$ cat src/rtl/recfn_to_int_pipe.sv
// Two-stage recFN (33-bit single) to OUT_W-bit integer converter with RISC-V FCVT rounding/saturation.
// Optional FCLASS output enabled by defining RECFN_TO_INT_CLASS_EN.
module recfn_to_int_pipe #(
  parameter int OUT_W = 32
) (
  input  logic             clock,
  input  logic             reset_n,
  input  logic             in_valid,
  output logic             in_ready,
  input  logic [32:0]      in_rec,
  input  logic [2:0]       in_rm,
  input  logic             in_signed,
  output logic             out_valid,
  input  logic             out_ready,
  output logic [OUT_W-1:0] out_int,
  output logic [4:0]       out_flags
`ifdef RECFN_TO_INT_CLASS_EN
  ,
  output logic [9:0]       out_class
`endif
);

  localparam int MW = OUT_W + 1;
  localparam int FW = OUT_W + 25;
  localparam logic signed [9:0] EMAX = 10'(OUT_W);

  logic                w_s1Adv;
  logic                w_s2Adv;
  logic                w_sign;
  logic [8:0]          w_exp;
  logic [22:0]         w_sig;
  logic                w_isZero;
  logic                w_isInf;
  logic                w_isNan;
  logic signed [9:0]   w_e;
  logic                w_ovf;
  logic [6:0]          w_shamt;
  logic [FW-1:0]       w_field;
  logic [MW-1:0]       w_mag;
  logic                w_rnd;
  logic                w_stk;

  logic                r_s1Valid;
  logic                r_s1Sign;
  logic [2:0]          r_s1Rm;
  logic                r_s1Signed;
  logic [MW-1:0]       r_s1Mag;
  logic                r_s1Rnd;
  logic                r_s1Stk;
  logic                r_s1Nan;
  logic                r_s1Inf;
  logic                r_s1Ovf;

  logic [2:0]          w_rm;
  logic                w_inc;
  logic [MW:0]         w_rmag;
  logic [OUT_W-1:0]    w_lowMag;
  logic [OUT_W-1:0]    w_negRes;
  logic                w_rangeErr;
  logic                w_invalid;
  logic                w_posSat;
  logic [OUT_W-1:0]    w_result;
  logic [4:0]          w_flags;

  logic                r_s2Valid;
  logic [OUT_W-1:0]    r_outInt;
  logic [4:0]          r_outFlags;

  assign w_s2Adv  = !r_s2Valid || out_ready;
  assign w_s1Adv  = !r_s1Valid || w_s2Adv;
  assign in_ready = w_s1Adv;

  assign w_sign   = in_rec[32];
  assign w_exp    = in_rec[31:23];
  assign w_sig    = in_rec[22:0];
  assign w_isZero = (w_exp[8:6] == 3'b000);
  assign w_isInf  = (w_exp[8:6] == 3'b110);
  assign w_isNan  = (w_exp[8:6] == 3'b111);
  assign w_e      = $signed({1'b0, w_exp}) - 10'sd256;
  assign w_ovf    = !w_isZero && !w_isInf && !w_isNan && (w_e > EMAX);

  // Field holds value * 2^24: integer part above bit 24, round bit at 23, sticky below.
  assign w_shamt  = w_e[6:0] + 7'd1;
  assign w_field  = {{(FW-24){1'b0}}, 1'b1, w_sig} << w_shamt;

  always_comb begin
    w_mag = '0;
    w_rnd = 1'b0;
    w_stk = 1'b0;
    if (!w_isZero && !w_isInf && !w_isNan && !w_ovf) begin
      if (w_e < -10'sd1) begin
        w_stk = 1'b1;
      end else begin
        w_mag = w_field[FW-1:24];
        w_rnd = w_field[23];
        w_stk = |w_field[22:0];
      end
    end
  end

  always_ff @(posedge clock or negedge reset_n) begin
    if (!reset_n) begin
      r_s1Valid  <= 1'b0;
      r_s1Sign   <= 1'b0;
      r_s1Rm     <= 3'd0;
      r_s1Signed <= 1'b0;
      r_s1Mag    <= '0;
      r_s1Rnd    <= 1'b0;
      r_s1Stk    <= 1'b0;
      r_s1Nan    <= 1'b0;
      r_s1Inf    <= 1'b0;
      r_s1Ovf    <= 1'b0;
    end else if (w_s1Adv) begin
      r_s1Valid <= in_valid;
      if (in_valid) begin
        r_s1Sign   <= w_sign;
        r_s1Rm     <= in_rm;
        r_s1Signed <= in_signed;
        r_s1Mag    <= w_mag;
        r_s1Rnd    <= w_rnd;
        r_s1Stk    <= w_stk;
        r_s1Nan    <= w_isNan;
        r_s1Inf    <= w_isInf;
        r_s1Ovf    <= w_ovf;
      end
    end
  end

  assign w_rm = (r_s1Rm > 3'd4) ? 3'd0 : r_s1Rm;

  always_comb begin
    w_inc = 1'b0;
    case (w_rm)
      3'd0:    w_inc = r_s1Rnd && (r_s1Stk || r_s1Mag[0]);
      3'd2:    w_inc = r_s1Sign && (r_s1Rnd || r_s1Stk);
      3'd3:    w_inc = !r_s1Sign && (r_s1Rnd || r_s1Stk);
      3'd4:    w_inc = r_s1Rnd;
      default: w_inc = 1'b0;
    endcase
  end

  assign w_rmag   = {1'b0, r_s1Mag} + {{MW{1'b0}}, w_inc};
  assign w_lowMag = w_rmag[OUT_W-1:0];
  assign w_negRes = -w_lowMag;

  // Negative signed results may reach exactly 2^(OUT_W-1); unsigned negatives must round to zero.
  always_comb begin
    w_rangeErr = 1'b0;
    if (r_s1Signed) begin
      if (r_s1Sign)
        w_rangeErr = (|w_rmag[MW:OUT_W]) || (w_rmag[OUT_W-1] && (|w_rmag[OUT_W-2:0]));
      else
        w_rangeErr = |w_rmag[MW:OUT_W-1];
    end else begin
      if (r_s1Sign)
        w_rangeErr = |w_rmag;
      else
        w_rangeErr = |w_rmag[MW:OUT_W];
    end
  end

  assign w_invalid = r_s1Nan || r_s1Inf || r_s1Ovf || w_rangeErr;
  assign w_posSat  = r_s1Nan || !r_s1Sign;

  always_comb begin
    w_result = r_s1Sign ? w_negRes : w_lowMag;
    if (w_invalid) begin
      if (r_s1Signed)
        w_result = w_posSat ? {1'b0, {(OUT_W-1){1'b1}}} : {1'b1, {(OUT_W-1){1'b0}}};
      else
        w_result = w_posSat ? {OUT_W{1'b1}} : {OUT_W{1'b0}};
    end
    w_flags = {w_invalid, 3'b000, !w_invalid && (r_s1Rnd || r_s1Stk)};
  end

  always_ff @(posedge clock or negedge reset_n) begin
    if (!reset_n) begin
      r_s2Valid  <= 1'b0;
      r_outInt   <= '0;
      r_outFlags <= 5'd0;
    end else if (w_s2Adv) begin
      r_s2Valid <= r_s1Valid;
      if (r_s1Valid) begin
        r_outInt   <= w_result;
        r_outFlags <= w_flags;
      end
    end
  end

  assign out_valid = r_s2Valid;
  assign out_int   = r_outInt;
  assign out_flags = r_outFlags;

`ifdef RECFN_TO_INT_CLASS_EN
  logic [9:0] w_class;
  logic [9:0] r_s1Class;
  logic [9:0] r_outClass;

  // Recoded subnormals keep a normalised significand but sit in exponents 0x06B..0x081.
  always_comb begin
    w_class = 10'd0;
    if (w_isNan)
      w_class[w_sig[22] ? 9 : 8] = 1'b1;
    else if (w_isInf)
      w_class[w_sign ? 0 : 7] = 1'b1;
    else if (w_isZero)
      w_class[w_sign ? 3 : 4] = 1'b1;
    else if (w_exp <= 9'h081)
      w_class[w_sign ? 2 : 5] = 1'b1;
    else
      w_class[w_sign ? 1 : 6] = 1'b1;
  end

  always_ff @(posedge clock or negedge reset_n) begin
    if (!reset_n) begin
      r_s1Class  <= 10'd0;
      r_outClass <= 10'd0;
    end else begin
      if (w_s1Adv && in_valid)
        r_s1Class <= w_class;
      if (w_s2Adv && r_s1Valid)
        r_outClass <= r_s1Class;
    end
  end

  assign out_class = r_outClass;
`endif

endmodule
$ cat config.mk
export PLATFORM = sky130hd
export DESIGN_NAME = recfn_to_int_pipe
export DESIGN_NICKNAME = d
export VERILOG_FILES = /design/src/rtl/recfn_to_int_pipe.sv
export SDC_FILE = /design/constraint.sdc
export NUM_CORES = 1
export LEC_CHECK = 0
export BUFFER_PORTS_ARGS = -buffer_cell sky130_fd_sc_hd__buf_2
export CAP_MARGIN = 20
export CORE_UTILIZATION = 35
export DETAILED_ROUTE_END_ITERATION = 8
export GPL_ROUTABILITY_DRIVEN = 0
export PLACE_DENSITY_LB_ADDON = 0.25
export RECOVER_POWER = 100
export SLEW_MARGIN = 20
export SYNTH_ARGS = -nofsm -noshare
export SYNTH_HDL_FRONTEND = slang
export SYNTH_SLANG_ARGS = --single-unit
$ cat constraint.sdc
create_clock -name clock -period 8.3 [get_ports clock]
set_input_delay 0.415 -clock clock [delete_from_list [all_inputs] [get_ports clock]]
set_output_delay 0.415 -clock clock [all_outputs]
set_load 0.02 [all_outputs]
==> results of run 1 <==
==> cell usage after synthesis, types with 3 or more instances <==
cell type	count	share of area (%)
clkbuf_1	31	1.6
a21oi_1	24	1.7
o211ai_1	4	0.42
nand2_1	100	5.2
buf_2	18	1.3
a21o_1	4	0.42
o2111ai_1	3	0.37
nor2b_1	4	0.35
a31oi_1	15	1.3
nor4_1	8	0.70
and3_1	8	0.70
nor3b_1	3	0.31
mux2_2	4	0.63
a211oi_1	3	0.31
buf_4	10	1.0
xnor2_1	50	6.1
ha_1	6	1.0
xor2_1	19	2.3
a32oi_1	3	0.37
and2_1	7	0.61
a32o_1	3	0.42
nor4_4	3	0.89
mux2i_1	45	6.3
nor3_1	24	1.7
a211o_1	3	0.37
mux4_2	17	5.3
o21ai_1	3	0.21
inv_1	8	0.42
nand4_4	3	0.89
a22oi_1	10	1.0
o221ai_1	4	0.49
o21ai_0	45	3.1
nand4_1	12	1.0
nand3_1	37	2.6
a22o_1	3	0.37
or2_2	3	0.26
or3_1	8	0.70
buf_1	6	0.31
dfrtp_1	79	28
buf_6	8	1.3
nand2b_1	8	0.70
nor2_1	54	2.8
a221o_1	40	5.6
o31ai_1	8	0.84
==> final cells by class <==
type | instances | area, um2 | area share, %
multi-input combinational | 651 | 4790 | 60.8
tap | 265 | 332 | 4.21
inverter | 9 | 33.8 | 0.429
sequential | 79 | 1980 | 25.1
clock buffer | 9 | 225 | 2.86
clock inverter | 7 | 104 | 1.32
timing repair buffer | 87 | 417 | 5.29
==> final timing paths <==
path / from / to / depth (start not counted)
max in group asynchronous: reset_n / r_s1Mag[28]$_DFFE_PN0P_ / 1
worst min-delay path: in_rm[0] / r_s1Rm[0]$_DFFE_PN0P_ / 3
worst max register to register: r_s1Sign$_DFFE_PN0P_ / out_int[0]$_DFFE_PN0P_ / 15
worst max-delay path: in_rec[23] / r_s1Stk$_DFFE_PN0P_ / 11
min in group asynchronous: reset_n / out_int[0]$_DFFE_PN0P_ / 1
worst min register to register: r_s1Ovf$_DFFE_PN0P_ / r_s1Ovf$_DFFE_PN0P_ / 2
==> per-stage QoR <==
stage	cell area (um2)	total power [mW]	instances	utilization [%]	hold WS [ns]
final	7880	1.48	1107	39.8	0.261
after global routing	7880	1.57	1107	39.8	0.273
after CTS	7950	1.51	1107	40.2	0.259
after detailed placement	7620	1.07	1091	38.5	0.473
after global placement	7600	1.07	1090	38.4	0.466
after floorplan	7170	0.907	812	-	0.119
==> where the power goes <==
| group | total, mW | switching (mW) | internal (mW) |
|---|---|---|---|
| clock network | 0.437 | 0.170 | 0.267 |
| registers | 0.504 | 0.0506 | 0.453 |
| logic | 0.542 | 0.337 | 0.205 |
| total | 1.48 | 0.557 | 0.926 |
==> kinds of logic (layout without fill, tap and decap cells) <==
family	after synthesis	in the layout	share of synthesized area (%)
and+or+nand+nor	306	306	22.8
AOI/OAI and AO/OA	200	200	21.6
buffers and inverters	82	112	5.98
DFF	79	79	27.6
xor gates and xnor gates	69	69	8.44
muxes	67	67	12.4
adders and majority gates	6	6	1.05
other	1	3	0.0524
==> layer usage <==
metal / global-route usage [%] / up-vias
met4: 5.43 / 0
met3: 2.39 / 16
li1: - / 3091
met1: 28.0 / 2978
met5: 0 / -
met2: 28.4 / 219
==> worst register-to-register path, delay by kind of cell (launching register included) <==
kind / cells / cell delay, ns
compound gates: 3 / 0.83
xor+xnor: 2 / 0.37
fa+ha+maj: 2 / 0.78
buf+inv: 1 / 0.38
flops: 1 / 0.32
simple gates: 7 / 2.80
==> sequential cells by signal, summed over array words and instances (netlist names), 2 cells and up <==
| signal | cells |
|---|---|
| r_s1Rm | 3 |
| out_flags | 2 |
| r_s1Mag | 33 |
| out_int | 32 |
==> flow_metrics.py, run 1 <==
metrics = {
    "status": {
        "status": "complete, but fails checks",
        "failed_checks": "max-capacitance violations, max-slew violations",
    },
    "hold_path": {
        "min_path_type": "input port to flop",
    },
    "yosys": {
        "synth_ff_type": "dfrtp_1",
        "ys_ff_latch": 79,
        "ys_types": 89,
        "ys_warn_count": 0,
        "async_flop_share_pct": 100,
        "synthCells": 810,
        "synth_edf_count": 0,
        "syn_area_per_cell_um2": 8.84,
        "ys_seq_area_share_pct": 27.6,
        "synthesis.area_um2": 7160,
    },
    "clocking": {
        "h-tree-depth": 3,
        "insertion_delay_ns": 0.34,
        "clock_sinks": 79,
        "cts_resized": 0,
        "cts_tree": "done",
        "cts_setup_buffers": 0,
        "clockBufferDepth": 2,
        "clock-root-buffer": "clkbuf_16",
        "cts_buffers": 9,
        "clkTransAtPathRegs_ns": 0.07,
        "ctsHoldBuffers": 0,
    },
    "worst_setup_path": {
        "crit_fanout": 33,
        "crit_slowest_cell": "clkbuf_1",
        "critPathCaptureType": "flop",
        "crit_buf_inv": 4,
        "path_class": "input port to flop",
        "worstPathRequired_ns": 8.51,
        "rrSetupSlack_ns": 2.75,
        "worst_ep_arrival_time_ns": 5.86,
        "crit_family": "buffers and inverters",
        "crit_path_max_incr_delay_ns": 1.30,
        "start_kind": "input port",
        "cp_cell_sequence": "buf_2 > clkbuf_1 > inv_1 > ha_1 > clkinv_1 > mux4_2 > mux2i_1 > or3_1 > or4_1 > a211oi_1 > o21ai_0",
    },
    "drt": {
        "wl_um": 19300,
        "drc": 0,
        "post_drt_wl_per_cell_um": 17.4,
        "route.met3.wl_um": 999,
        "wl_met2_um": 8510,
        "drt-initial-drc-count": 495,
        "top_layer_used": "met4",
        "vias": 6304,
        "viasPerCell": 5.69,
        "first_pass_iters": 5,
        "wl_met1_um": 9540,
        "ant_nets": 0,
    },
    "global_route": {
        "grt_pass1_vias": 5841,
        "grt_util_all_layers_pct": 18.9,
        "antenna_found_initial": 0,
        "grt_max_degree": 80,
        "grt_overflow": 0,
        "grt_pass1_wl_um": 32400,
    },
    "floorplanning": {
        "dieArea_um2": 21000,
        "core.rowCount": 51,
        "start_util_pct": 36.2,
        "die_h_um": 145,
        "die_x_um": 145,
        "core_area_um2": 19800,
        "pin_count": 80,
    },
    "sta": {
        "rsz0062_at_grt": "false",
        "slew_headroom_pct": -175,
        "tns_ns": 0,
        "max_freq_mhz": 177,
        "drv_slew": 162,
        "hold_violations": 0,
        "layout_min_cycle_time_ns": 5.64,
        "tightest_slew_ns": 4.13,
        "setup_viol": 0,
        "fin_ws_ns": 2.66,
        "fin_crit_sh_pct": 68.0,
        "skew_ns": 0.00760,
    },
    "finish": {
        "layout-drive-gt1-share_pct": 14.5,
        "layout_commonest_cell": "nand2_1",
        "layout_common_cells": "100 x nand2_1, 79 x dfrtp_1, 54 x nor2_1",
        "syn_to_final_growth_pct": 10.0,
        "antenna_cells": 0,
        "finalNetCount": 884,
        "nFillCells": 2032,
    },
    "flow_run": {
        "drv_cap": 3,
    },
    "placement": {
        "pre_cts_slack_ns": 3.25,
        "portBuffers": 76,
        "dp_hpwl_um": 14700,
    },
    "power_and_ir_drop": {
        "ir_worst_vdd_mv": 0.0921,
        "leakagePower_nw": 3.27,
        "p_per_area_nw_per_um2": 188,
    },
}
Note: power is estimated with default switching activity, not from simulation.
==> run 2: changes to the inputs <==
clock period = 5.5 ns   (was 8.3 ns; I/O delays follow)
==> flow_metrics.py, run 2 (synthesized netlist as in run 1, its figures left out) <==
metrics = {
    "sta": {
        "skew_ns": 0.00826,
        "layout_min_cycle_time_ns": 4.60,
        "tightest_slew_ns": 4.23,
        "hold_violations": 0,
        "rsz0062_at_grt": "false",
        "max_freq_mhz": 217,
        "hold_ws_ns": 0.114,
        "slew_headroom_pct": -182,
        "tns_ns": 0,
        "fin_ws_ns": 0.898,
        "drv_slew": 128,
        "fin_crit_sh_pct": 83.7,
        "setup_viol": 0,
    },
    "finish": {
        "top_register": "r_s1Mag",
        "largest_reg_flops": 33,
        "layout_common_cells": "100 x nand2_1, 79 x dfrtp_1, 54 x nor2_1",
        "syn_to_final_growth_pct": 10.2,
        "antenna_cells": 0,
        "final_cells": 1110,
        "layout_commonest_cell": "nand2_1",
        "layout-drive-gt1-share_pct": 14.8,
        "final_core_util_pct": 39.9,
        "finalNetCount": 887,
        "design_area_um2": 7890,
    },
    "clocking": {
        "insertion_delay_ns": 0.35,
        "cts_setup_buffers": 0,
        "cts_tree": "done",
        "clkTransAtPathRegs_ns": 0.07,
        "cts_buffers": 9,
        "clock-root-buffer": "clkbuf_16",
        "cts_resized": 0,
        "clockBufferDepth": 2,
        "ctsHoldBuffers": 0,
        "clock_sinks": 79,
        "h-tree-depth": 3,
    },
    "worst_setup_path": {
        "worst_ep_arrival_time_ns": 4.88,
        "critPathCaptureType": "flop",
        "worstPathRequired_ns": 5.78,
        "path_class": "flop to flop",
        "start_kind": "flop",
        "critPathLaunch": "r_s1Rm[0]$_DFFE_PN0P_",
        "rr_startpoint": "r_s1Rm[0]$_DFFE_PN0P_",
        "reg2reg_depth": 15,
        "crit_fanout": 32,
    },
    "placement": {
        "placed_area_um2": 7630,
        "dp_cells": 1094,
        "portBuffers": 76,
        "pre_cts_slack_ns": 1.29,
        "dp_hpwl_um": 14500,
    },
    "floorplanning": {
        "pin_count": 80,
        "core_area_um2": 19800,
        "core.rowCount": 51,
        "dieArea_um2": 21000,
        "start_util_pct": 36.2,
        "die_h_um": 145,
        "die_x_um": 145,
    },
    "global_route": {
        "grt_max_degree": 80,
        "grt_util_all_layers_pct": 18.7,
        "grt_pass1_wl_um": 32000,
        "grt_overflow": 0,
        "grt_pass1_vias": 5798,
        "antenna_found_initial": 0,
    },
    "power_and_ir_drop": {
        "p_per_area_nw_per_um2": 284,
        "leakagePower_nw": 3.28,
        "finalPower_mw": 2.24,
        "ir_worst_vdd_mv": 0.153,
    },
    "drt": {
        "drc": 0,
        "ant_nets": 0,
        "first_pass_iters": 5,
        "post_drt_wl_per_cell_um": 17.3,
        "wl_um": 19200,
        "vias": 6293,
        "drt-initial-drc-count": 456,
        "viasPerCell": 5.67,
    },
    "hold_path": {
        "min_path_type": "input port to flop",
        "worstHoldPathCells": 3,
        "hp-start": "in_rm[2]",
    },
    "status": {
        "failed_checks": "max-capacitance violations, max-slew violations",
        "status": "complete, but fails checks",
    },
    "flow_run": {
        "drv_cap": 2,
    },
}
run 2: critical path: stages, from the launching register on:
cell and delay, ns:
dfrtp_1 0.40, xnor2_1 0.13, nor3b_1 0.18, a21oi_1 0.06, nor2_1 0.09, ha_1 0.33
ha_1 0.45, nand3_1 0.32, nor3_1 0.90, nand4_1 0.20, xor2_1 0.28, nand4_1 0.22
o21ai_2 0.26, and3_1 0.18, buf_4 0.31, a311o_1 0.21
run 2: layer usage:
metal	global-route usage, %	routed length (um)	vias up	share of wire [%]
li1	-	-	3095	-
met2	27.9	8180	216	43
met4	6.81	447	0	2.3
met3	1.92	905	24	4.7
met1	27.7	9690	2958	50
met5	0	0	-	0
run 2: area by class of cell:
cell class                      count  area (um2)
Clock inverter                      7         103
Fill cell                        2041       11900
Timing Repair Buffer               90         432
Sequential cell                    79        1980
Tap cell                          265         332
Clock buffer                        9         225
Multi-Input combinational cell    651        4790
Inverter                            9        33.8
run 2: worst paths after layout:
kind                                           end  slack, ns
max                        out_int[21]$_DFFE_PN0P_       0.90
min                          r_s1Rm[2]$_DFFE_PN0P_       0.11
max reg2reg                out_int[21]$_DFFE_PN0P_       0.90
min reg2reg                    r_s1Ovf$_DFFE_PN0P_       0.48
max in group asynchronous  r_s1Mag[26]$_DFFE_PN0P_       1.72
min in group asynchronous   out_int[3]$_DFFE_PN0P_       1.41
run 2: report_power, final:
| part | internal (mW) | switching (mW) | leakage (nW) |
|---|---|---|---|
| Combinational | 0.310 | 0.512 | 2.09 |
| Clock | 0.403 | 0.258 | 0.157 |
| Sequential | 0.684 | 0.0724 | 1.04 |
==> run 3: changes to the inputs <==
clock period = 4.5 ns   (was 5.5 ns; I/O delays follow)
==> flow_metrics.py, run 3 (synthesized netlist as in run 1, its figures left out) <==
metrics = {
    "drt": {
        "drc": 0,
        "first_pass_iters": 5,
        "wl_um": 19200,
        "vias": 6299,
        "ant_nets": 0,
        "viasPerCell": 5.64,
        "drt-initial-drc-count": 486,
        "post_drt_wl_per_cell_um": 17.2,
    },
    "floorplanning": {
        "pin_count": 80,
        "start_util_pct": 36.2,
        "core.rowCount": 51,
        "core_area_um2": 19800,
        "die_x_um": 145,
        "dieArea_um2": 21000,
        "die_h_um": 145,
    },
    "sta": {
        "fin_ws_ns": 0.485,
        "drv_slew": 81,
        "fin_crit_sh_pct": 89.2,
        "max_freq_mhz": 249,
        "hold_violations": 0,
        "skew_ns": 0.00550,
        "tightest_slew_ns": 2.04,
        "layout_min_cycle_time_ns": 4.02,
        "setup_viol": 0,
        "tns_ns": 0,
        "slew_headroom_pct": -36.3,
        "rsz0062_at_grt": "false",
    },
    "worst_setup_path": {
        "path_class": "flop to flop",
        "critPathCaptureType": "flop",
        "start_kind": "flop",
        "crit_buf_inv": 1,
        "crit_family": "simple AND/OR/NAND/NOR gates",
        "crit_slowest_cell": "and3_1",
        "crit_path_max_incr_delay_ns": 0.42,
        "rr_startpoint": "r_s1Rm[0]$_DFFE_PN0P_",
        "rrSetupSlack_ns": 0.48,
        "reg2reg_depth": 15,
        "worstPathRequired_ns": 4.73,
        "regToRegEndpoint": "out_int[0]$_DFFE_PN0P_",
        "crit_fanout": 32,
        "cp_cell_sequence": "xnor2_1 > nor3b_1 > a21oi_1 > nor2_1 > ha_1 > ha_1 > and3_1 > nand3_1 > nor2_4 > mux2_2 > o2111ai_4 > o21ai_2 > and3_1 > buf_4 > a221o_1",
        "worst_ep_arrival_time_ns": 4.24,
    },
    "power_and_ir_drop": {
        "p_sw_share_pct": 38.7,
        "power_frac_clock_pct": 25.4,
        "p_int_mw": 1.59,
        "power_switching_mw": 1.00,
        "p_per_area_nw_per_um2": 329,
        "leakagePower_nw": 3.27,
        "p_seq_share_pct": 35.8,
        "p_comb_share_pct": 38.8,
        "ir_worst_vdd_mv": 0.167,
    },
    "status": {
        "status": "complete, but fails checks",
        "failed_checks": "max-capacitance violations, max-slew violations",
    },
    "flow_run": {
        "drv_cap": 2,
    },
    "clocking": {
        "clkTransAtPathRegs_ns": 0.06,
        "cts_tree": "done",
        "clockBufferDepth": 2,
        "ctsHoldBuffers": 1,
        "h-tree-depth": 3,
        "clock-root-buffer": "clkbuf_16",
        "cts_setup_buffers": 0,
        "cts_resized": 0,
        "clock_sinks": 79,
        "cts_buffers": 9,
        "insertion_delay_ns": 0.35,
    },
    "global_route": {
        "grt_pass1_vias": 5781,
        "met2_usage_pct": 27.2,
        "busiest_layer": "met1",
        "antenna_found_initial": 0,
        "grt_overflow": 0,
        "grt_max_degree": 49,
        "grt_util_all_layers_pct": 18.7,
        "grt_pass1_wl_um": 31900,
        "use_met3_pct": 2.23,
        "grt_use_met1_pct": 27.5,
    },
    "hold_path": {
        "min_path_type": "input port to flop",
        "hp-start": "in_rec[32]",
        "worstHoldPathCells": 3,
        "whs_endpoint": "r_s1Sign$_DFFE_PN0P_",
    },
    "finish": {
        "multi_input_area_um2": 4800,
        "nFillCells": 2026,
        "layout_common_cells": "100 x nand2_1, 79 x dfrtp_1, 54 x nor2_1",
        "layout-drive-gt1-share_pct": 15.0,
        "layout_commonest_cell": "nand2_1",
        "antenna_cells": 0,
        "final_core_util_pct": 39.9,
        "largest_reg_flops": 33,
        "regArea_um2": 1980,
        "finalNetCount": 893,
        "syn_to_final_growth_pct": 10.1,
        "top_register": "r_s1Mag",
        "design_area_um2": 7890,
        "final_cells": 1116,
    },
    "placement": {
        "dp_hpwl_um": 14900,
        "pre_cts_slack_ns": 0.471,
        "placed_area_um2": 7670,
        "dp_cells": 1099,
        "portBuffers": 76,
    },
}
-- run 3: cell types whose count changed in the layout (fill, tap and decap cells not counted), moves of 2 or more --
cell        previous run  this run
bufinv_16              2         0
clkbuf_1              39        42
buf_4                 12        15
clkinv_2               0         3
clkinvlp_4             1         3
inv_6                  3         0
-- run 3: stage by stage --
step | hold slack [ns] | power, mW
detailed placement | 0.176 | 1.98
finish | 0.0641 | 2.59
CTS | 0.0582 | 2.64
floorplan | -0.0706 | 1.67
global route | 0.0819 | 2.74
global placement | 0.177 | 1.97
-- run 3: power groups by stage --
stage	logic [mW]	clock network [mW]	registers, mW
floorplan	0.620	0	1.05
CTS	1.04	0.674	0.924
finish	1.01	0.657	0.927
detailed placement	1.04	0	0.937
global route	1.10	0.697	0.945
global placement	1.04	0	0.934
-- run 3: final cells by class --
| type | count | share of cell area, % |
|---|---|---|
| multi-input combinational | 651 | 60.9 |
| sequential | 79 | 25.1 |
| timing repair buffer | 96 | 5.98 |
| tap | 265 | 4.21 |
| clock buffer | 10 | 2.90 |
| clock inverter | 6 | 0.476 |
| inverter | 9 | 0.428 |
-- run 3: worst max path at each step --
stage / startpoint / endpoint / cells past startpoint
4_1_cts: r_s1Rm[0]$_DFFE_PN0P_ / out_int[0]$_DFFE_PN0P_ / 15
5_1_grt: r_s1Sign$_DFFE_PN0P_ / out_int[8]$_DFFE_PN0P_ / 15
6_report: r_s1Rm[0]$_DFFE_PN0P_ / out_int[0]$_DFFE_PN0P_ / 15
3_3_place_gp: r_s1Rm[0]$_DFFE_PN0P_ / out_int[28]$_DFFE_PN0P_ / 16
3_5_place_dp: r_s1Rm[0]$_DFFE_PN0P_ / out_int[0]$_DFFE_PN0P_ / 15
2_1_floorplan: r_s1Sign$_DFFE_PN0P_ / out_int[10]$_DFFE_PN0P_ / 20
-- run 3: worst min-delay path: stages --
cell     delay [ns]
buf_2          0.08
nand2_1        0.04
nand2_1        0.04
-- run 3: layer usage --
| metal | wire length, um | vias to the layer above |
|---|---|---|
| met4 | 611 | 0 |
| met5 | 0 | - |
| met1 | 9690 | 2944 |
| li1 | - | 3114 |
| met2 | 8160 | 199 |
| met3 | 781 | 42 |
